`src/rtl/uart_tx_fifo_feeder.sv`:
```
// uart_tx_fifo_feeder
// Byte FIFO plus launch controller placed directly upstream of a UART
// transmitter. Producers push bytes at any rate; the feeder pops one byte,
// strobes the transmitter's data-valid for one clock, then waits for the
// transmitter's done pulse before launching the next byte.
//
// Ports:
//   i_Clock      system clock
//   i_Reset      synchronous, active-low reset
//   i_Wr_En      push i_Wr_Byte this cycle
//   i_Wr_Byte    byte to enqueue
//   i_Ovf_Clr    clears o_Overflow (a same-edge drop wins)
//   o_Full       FIFO holds DEPTH bytes
//   o_Empty      FIFO holds 0 bytes
//   o_Count      bytes buffered, excluding the byte in flight
//   o_Overflow   sticky: a push was dropped
//   o_Busy       FIFO non-empty or a byte in flight
//   o_TX_DV      one-cycle launch strobe to the transmitter
//   o_TX_Byte    byte to transmit, held until the transmitter's done pulse
//   i_TX_Active  transmitter busy flag
//   i_TX_Done    transmitter one-cycle end-of-frame pulse
module uart_tx_fifo_feeder #(
    parameter int unsigned DEPTH  = 16,
    parameter int unsigned ADDR_W = $clog2(DEPTH)
) (
    input  logic              i_Clock,
    input  logic              i_Reset,
    input  logic              i_Wr_En,
    input  logic [7:0]        i_Wr_Byte,
    input  logic              i_Ovf_Clr,
    output logic              o_Full,
    output logic              o_Empty,
    output logic [ADDR_W:0]   o_Count,
    output logic              o_Overflow,
    output logic              o_Busy,
    output logic              o_TX_DV,
    output logic [7:0]        o_TX_Byte,
    input  logic              i_TX_Active,
    input  logic              i_TX_Done
);

    localparam int unsigned CNT_W = ADDR_W + 1;
    localparam logic [CNT_W-1:0] FULL_CNT = CNT_W'(DEPTH);

    typedef enum logic {
        IDLE      = 1'b0,
        WAIT_DONE = 1'b1
    } state_t;

    state_t              state_q;
    state_t              state_n;
    logic [7:0]          mem [DEPTH];
    logic [ADDR_W-1:0]   wr_ptr;
    logic [ADDR_W-1:0]   rd_ptr;
    logic [CNT_W-1:0]    count_n;
    logic                pop_c;
    logic                push_c;
    logic                drop_c;
    logic                full_c;

    // Next-state: launch only when data is buffered and the transmitter is idle
    always_comb begin
        state_n = state_q;
        pop_c   = 1'b0;
        case (state_q)
            IDLE: begin
                if ((o_Count != '0) && !i_TX_Active) begin
                    pop_c   = 1'b1;
                    state_n = WAIT_DONE;
                end
            end
            WAIT_DONE: begin
                if (i_TX_Done) begin
                    state_n = IDLE;
                end
            end
            default: state_n = IDLE;
        endcase
    end

    // Push acceptance: a full FIFO still takes a push when a pop frees a slot
    always_comb begin
        full_c = (o_Count == FULL_CNT);
        push_c = i_Wr_En && (!full_c || pop_c);
        drop_c = i_Wr_En && full_c && !pop_c;
    end

    // Occupancy after this edge
    always_comb begin
        count_n = o_Count;
        case ({push_c, pop_c})
            2'b10:   count_n = o_Count + CNT_W'(1);
            2'b01:   count_n = o_Count - CNT_W'(1);
            default: count_n = o_Count;
        endcase
    end

    // Storage array is intentionally left unreset
    always_ff @(posedge i_Clock) begin
        if (i_Reset && push_c) begin
            mem[wr_ptr] <= i_Wr_Byte;
        end
    end

    // State, pointers, flags and transmitter interface
    always_ff @(posedge i_Clock) begin
        if (!i_Reset) begin
            state_q    <= IDLE;
            wr_ptr     <= '0;
            rd_ptr     <= '0;
            o_Count    <= '0;
            o_Full     <= 1'b0;
            o_Empty    <= 1'b1;
            o_Busy     <= 1'b0;
            o_Overflow <= 1'b0;
            o_TX_DV    <= 1'b0;
            o_TX_Byte  <= 8'h00;
        end else begin
            state_q <= state_n;
            o_Count <= count_n;
            o_Full  <= (count_n == FULL_CNT);
            o_Empty <= (count_n == '0);
            o_Busy  <= (count_n != '0) || (state_n == WAIT_DONE);
            o_TX_DV <= pop_c;

            // Pointers wrap naturally because DEPTH is a power of two
            if (push_c) begin
                wr_ptr <= wr_ptr + ADDR_W'(1);
            end
            if (pop_c) begin
                rd_ptr    <= rd_ptr + ADDR_W'(1);
                o_TX_Byte <= mem[rd_ptr];
            end

            // A drop on the same edge as a clear leaves the flag set
            if (drop_c) begin
                o_Overflow <= 1'b1;
            end else if (i_Ovf_Clr) begin
                o_Overflow <= 1'b0;
            end
        end
    end

endmodule

```
`config.mk`:
```
export PLATFORM = sky130hd
export DESIGN_NAME = uart_tx_fifo_feeder
export DESIGN_NICKNAME = d
export VERILOG_FILES = /design/src/rtl/uart_tx_fifo_feeder.sv
export SDC_FILE = /design/constraint.sdc
export NUM_CORES = 1
export LEC_CHECK = 0
export CAP_MARGIN = 20
export CELL_PAD_IN_SITES_DETAIL_PLACEMENT = 0
export CELL_PAD_IN_SITES_GLOBAL_PLACEMENT = 2
export CORE_ASPECT_RATIO = 0.9
export CORE_UTILIZATION = 50
export CTS_BUF_LIST = sky130_fd_sc_hd__clkbuf_8
export CTS_CLUSTER_SIZE = 24
export DETAILED_ROUTE_END_ITERATION = 8
export GPL_TIMING_DRIVEN = 0
export PLACE_DENSITY = 0.84
export SLEW_MARGIN = 20
export SYNTH_ARGS = -nofsm -noshare
export SYNTH_HDL_FRONTEND = slang
export SYNTH_SLANG_ARGS = --single-unit
```
`constraint.sdc`:
```
create_clock -name i_Clock -period 9.9 [get_ports i_Clock]
set_clock_uncertainty 0.15 [all_clocks]
set_input_delay 1.485 -clock i_Clock [delete_from_list [all_inputs] [get_ports i_Clock]]
set_output_delay 1.485 -clock i_Clock [all_outputs]
set_load 0.03 [all_outputs]
```
# After elaboration in Yosys (flattened, before gate mapping)
# Memories as Yosys holds them, arrays and structs flattened. A register that Yosys moved wholly into a read port is not among the register bits.
# Index checks and enable logic that the tools add are counted.
# op_classes
n_addsub,4
mul,0
div,0
n_lt_le_gt_ge,0
n_eq_ne,4
shifts,0
n_mux,9
bitwise,1
n_reduce_logical,15
# op_table
cell,n
"5-bit == test, second input constant",2
5-bit one-hot mux with 2 select lines,1
5-bit nonzero test,2
"4-bit by 1-bit adder with 4-bit output, second input constant",2
1-bit 2-to-1 mux,7
"5-bit by 1-bit adder with 5-bit output, second input constant",1
1-bit logical AND,5
5-bit logical NOT,1
"5-bit by 1-bit subtractor with 5-bit output, second input constant",1
1-bit logical NOT,4
"2-bit by 1-bit == test with 1-bit output, second input constant",1
"2-bit == test, second input constant",1
1-bit logical OR,2
1-bit one-hot mux with 2 select lines,1
2-bit nonzero test,1
1-bit NOT,1
# word_totals
regBits,19
latchBits,0
ram_bits,128
rom_bits,0
input_bits,14
output_inout_bits,18
word_cells,43
mem_count,1
# mem_list
memory,depth,word_bits,rd,rd_ports_with_merged_regs,write_ports,line,text
mem,16,8,1,1,1,52,logic [7:0] mem [DEPTH];

# Depth between registers and ports, before layout
# depth
ltp_word,10
depth_mapped,12

# Worst setup path after synthesis
# OpenSTA, ideal clock, no wires.
# synth_timing
kind,in2reg
start,in i_TX_Active
end,reg o_Busy
setup_time_ns,0.120
arrival_ns,3.448
t_required_ns,9.630
path_slack_ns,6.182
path_stages,10
n_path_buf,1
cell_sequence,nor2_1 > o21ai_2 > clkbuf_1 > o31ai_1 > ha_1 > or4_4 > nand3_1 > xnor2_1 > a22oi_4 > o31a_1
# synth_via
elab_chain_len,10
elab_cells_between_ends,12
cone_classes,eq/ne (2); mux (4); reduce/logical (6)
# synth_rtl
element,line,text
"start, declared",38,"input logic i_TX_Active,"
1-bit logical NOT *,67,if ((o_Count != '0) && !i_TX_Active) begin
1-bit logical AND *,67,
1-bit 2-to-1 mux *,67,
1-bit 2-to-1 mux,65,case (state_q)
1-bit logical OR,84,push_c = i_Wr_En && (!full_c || pop_c);
1-bit logical AND,84,
2-bit by 1-bit == test with 1-bit output / 2-bit == test (equally long branches),91,"case ({push_c, pop_c})"
5-bit one-hot mux with 2 select lines,91,
5-bit nonzero test,123,o_Busy <= (count_n != '0) || (state_n == WAIT_DONE);
1-bit logical OR *,123,
"end signal, assigned",123,
"end, declared",35,"output logic o_Busy,"
# Every way passes the cells marked *; elsewhere a longest branch is shown, timed or not.
# A chain may end at the register's enable or synchronous reset.

# Final worst setup path
# layout_timing
start,in i_TX_Active
end,mem mem[8][1] (enable)
# layout_via
elab_chain_len,9
# layout_rtl
element,line,text
1-bit logical NOT,67,
1-bit logical AND,67,
1-bit 2-to-1 mux,67,
1-bit 2-to-1 mux,65,
1-bit logical OR,84,
1-bit logical AND,84,
1-bit logical AND,100,if (i_Reset && push_c) begin
1-bit 2-to-1 mux,100,
1-bit 2-to-1 mux (implied by the code),101,mem[wr_ptr] <= i_Wr_Byte;
"end, declared",52,
# No other way between the ends.

==> impl_metrics.yaml <==
cts:
  clock-sinks: 155
  post_cts_buffers: 0
  cts_hold_buf: 0
  cts_root_buf: "clkbuf_8"
  clk_latency_ns: 0.44
  clkTransAtPathRegs_ns: 0.08
  ctsResizeCount: 0
  cts.path.max_buffers: 2
  htree_levels: 4
  cts-buffers-inserted: 17
  cts_tree: "yes"
critical_path:
  end_kind: "flip-flop"
  criticalPathCategory: "input port to flip-flop"
  crit_required_ns: 9.82
  reg2regPathDepth: 11
  regToRegSetupSlack_ns: 6.28
  cp_max_fo: 9
  r2r-start: "o_Count[2]"
  crit_family: "simple AND/OR/NAND/NOR gates"
  slowest_stage: "nor2_1"
  critPathMaxStageDelay_ns: 0.77
  crit_arrival_ns: 4.14
  start_kind: "input port"
  critical_path.cell_chain: "clkdlybuf4s50_1 > or2_2 > a31oi_1 > nand3_1 > nor2_1"
  cp_num_buf_inv: 1
  timing.rr.end: "o_Busy"
layout:
  multi_input_area_um2: 1760
  drive_gt1_share_pct: 22.5
  synthToLayoutAreaGrowth_pct: 15.0
  fillCellCount: 933
  fin_nets: 424
  antenna_cells: 0
  finalCoreUtilization_pct: 59.2
  final_cells: 577
  seq_area_um2: 4380
floorplan:
  rows: 38
  start_util_pct: 51.5
  fp.coreArea_um2: 12100
  design.die.area_um2: 12900
  die_w_um: 120
  die_h_um: 108
  ios: 32
yosys:
  synth_nets: 375
  synth-seq-cells: 155
  synth_top_area_share_pct: 61.6
  synth_ff_type: "edfxtp_1"
  syn-cell-area_um2: 6240
  synthArstFlopShare_pct: 0
  synth.largest_area_cell: "edfxtp_1"
  synth.distinct_cells: 42
  yosysWarningCount: 0
  synthCells: 355
  syn_area_per_cell_um2: 17.6
  ys_seq_area_share_pct: 70.3
  synth-edff-count: 128
  yosys-top-cells-area: "edfxtp_1 (62%), mux4_2 (14%), dfxtp_1 (8.7%), nor2_1 (1.7%), nand2_1 (1.4%)"
flow_run:
  cap_violations: 0
hold_path:
  min_from: "o_TX_Byte[1]"
  hold_end: "o_TX_Byte[1]"
  hold_path_depth: 2
  hp-class: "flip-flop to flip-flop"
routing:
  drc_errors: 0
  vias: 3209
  antenna_left: 0
  routedWlPerCell_um: 21.2
  drtIter0Drc: 212
  wl_um: 12200
  via_per_inst: 5.56
  dr.pass1.iters: 4
global_route:
  gr-total-overflow: 0
  grt_pass1_wl_um: 18800
  grt_pass1_vias: 3143
  antenna_found_initial: 0
  grtUsageTotal_pct: 21.3
  grt_max_degree: 17
  busiest_layer: "met2"
  met1_usage_pct: 29.1
  use_met2_pct: 32.0
  met3_usage_pct: 7.17
timing:
  hold_viol: 0
  post-route-period-util_pct: 42.6
  max_freq_mhz: 237
  setup_violations: 0
  maxSlewViolCount: 0
  rsz0062_at_grt: "no"
  slew_headroom_pct: 40.8
  post-route-min-period_ns: 4.21
  tightest_slew_ns: 0.885
  finalSetupTns_ns: 0
power:
  power_density_nw_per_um2: 233
  ir_drop_uv: 134
  pwr-share-seq_pct: 45.0
  leakagePower_nw: 2.30
  swShare_pct: 28.5
  pwr-share-clk_pct: 29.5
  power.switching_mw: 0.478
  p_int_mw: 1.20
  combPwrFrac_pct: 25.5
place:
  io_buffers: 30
  gp_congestion: 0.830
  dp_cells: 545
  dpl.hpwl_um: 8390
run_status:
  status: "finished clean"
==> tightest hold or removal path: stages (launching register included) <==
cell     delay (ns)
dfxtp_1        0.31
nand2_1        0.05
a21oi_1        0.05
==> cell families after synthesis <==
kind of cell,after synthesis,share of synthesized area [%]
muxes,45,15.3
buffers and inverters,27,1.93
AOI/OAI and AO/OA,28,3.17
xor gates and xnor gates,10,1.52
DFF,155,70.3
and+or+nand+nor,84,6.66
adders and majority gates,6,1.20
==> per-layer routing <==
metal  vias up  wire, um
li1       1485         -
met1      1617      5440
met2        92      5790
met3        15       759
met4         0       217
met5         -         0
==> worst max-delay path by stage <==
stage	startpoint	end	slack, ns	cells past startpoint
final	i_TX_Active	mem[8][1]	5.69	5
after global routing	i_TX_Active	mem[11][1]	5.52	5
after CTS	i_TX_Active	mem[8][3]	5.73	5
after detailed placement	i_TX_Active	mem[8][1]	5.26	5
after global placement	i_TX_Active	mem[3][1]	4.89	5
after floorplan	i_TX_Active	o_Busy	6.18	10
==> synthesized netlist by cell type (2+ instances only) <==
master    instances
nand4_1           3
dfxtp_1          27
o31ai_1           2
nor3_1            4
xnor2_1           4
nor2_1           28
buf_1             2
ha_1              6
a22oi_4           2
edfxtp_1        128
nor4_1            2
clkbuf_1         10
inv_1             5
o21ai_1           3
buf_2             9
xor2_1            5
a21oi_1          13
mux2i_1           4
nand2_1          24
mux4_2           40
nand3_1           8
nand2b_1          5
o21ai_0           2
==> layout make-up <==
| class | instances | share of cell area (%) |
|---|---|---|
| clock inverters | 15 | 2.53 |
| repair buffers | 30 | 4.18 |
| well taps | 160 | 2.79 |
| flip-flops and latches | 155 | 61.1 |
| inverters | 5 | 0.262 |
| plain buffers | 22 | 1.41 |
| clock buffers | 17 | 3.26 |
| multi-input cells | 173 | 24.5 |
==> metrics by stage <==
stage / setup WS [ns] / hold slack (ns) / total power [mW] / cell area [um^2]
after floorplan: 6.18 / 0.404 / 1.07 / 6240
after global placement: 4.89 / 0.296 / 1.20 / 6740
after detailed placement: 5.26 / 0.296 / 1.20 / 6760
after CTS: 5.73 / 0.307 / 1.69 / 7180
after global routing: 5.52 / 0.331 / 1.75 / 7180
final: 5.69 / 0.305 / 1.68 / 7180
==> cell usage in the layout (no fill, tap or decap), types with 4 or more instances in the layout <==
cell type	Yosys	routed
mux2i_1	4	4
clkbuf_8	0	17
nand3_1	8	8
buf_2	9	9
nor2_1	28	28
nor3_2	1	5
clkinv_2	0	4
inv_1	5	8
mux4_2	40	40
nand2b_1	5	5
ha_1	6	6
dfxtp_1	27	27
xnor2_1	4	4
clkbuf_1	10	10
clkdlybuf4s50_1	0	30
nand2_1	24	24
xor2_1	5	5
a21oi_1	13	13
bufinv_16	0	4
edfxtp_1	128	128
==> flip-flops by register name (all words and copies together), names as in the netlist <==
| name | count |
|---|---|
| o_Count | 5 |
| rd_ptr | 4 |
| o_Overflow | 1 |
| o_Empty | 1 |
| o_Full | 1 |
| o_TX_Byte | 8 |
| o_Busy | 1 |
| wr_ptr | 4 |
| state_q | 1 |
| o_TX_DV | 1 |
| mem | 128 |
==> power by group through the flow <==
stage / Combinational [mW] / Clock, mW / Sequential [mW]
floorplan: 0.264 / 0 / 0.806
global placement: 0.432 / 0 / 0.767
detailed placement: 0.433 / 0 / 0.769
CTS: 0.434 / 0.502 / 0.754
global route: 0.465 / 0.525 / 0.758
finish: 0.428 / 0.494 / 0.754
(Power assumes the default switching activity.)
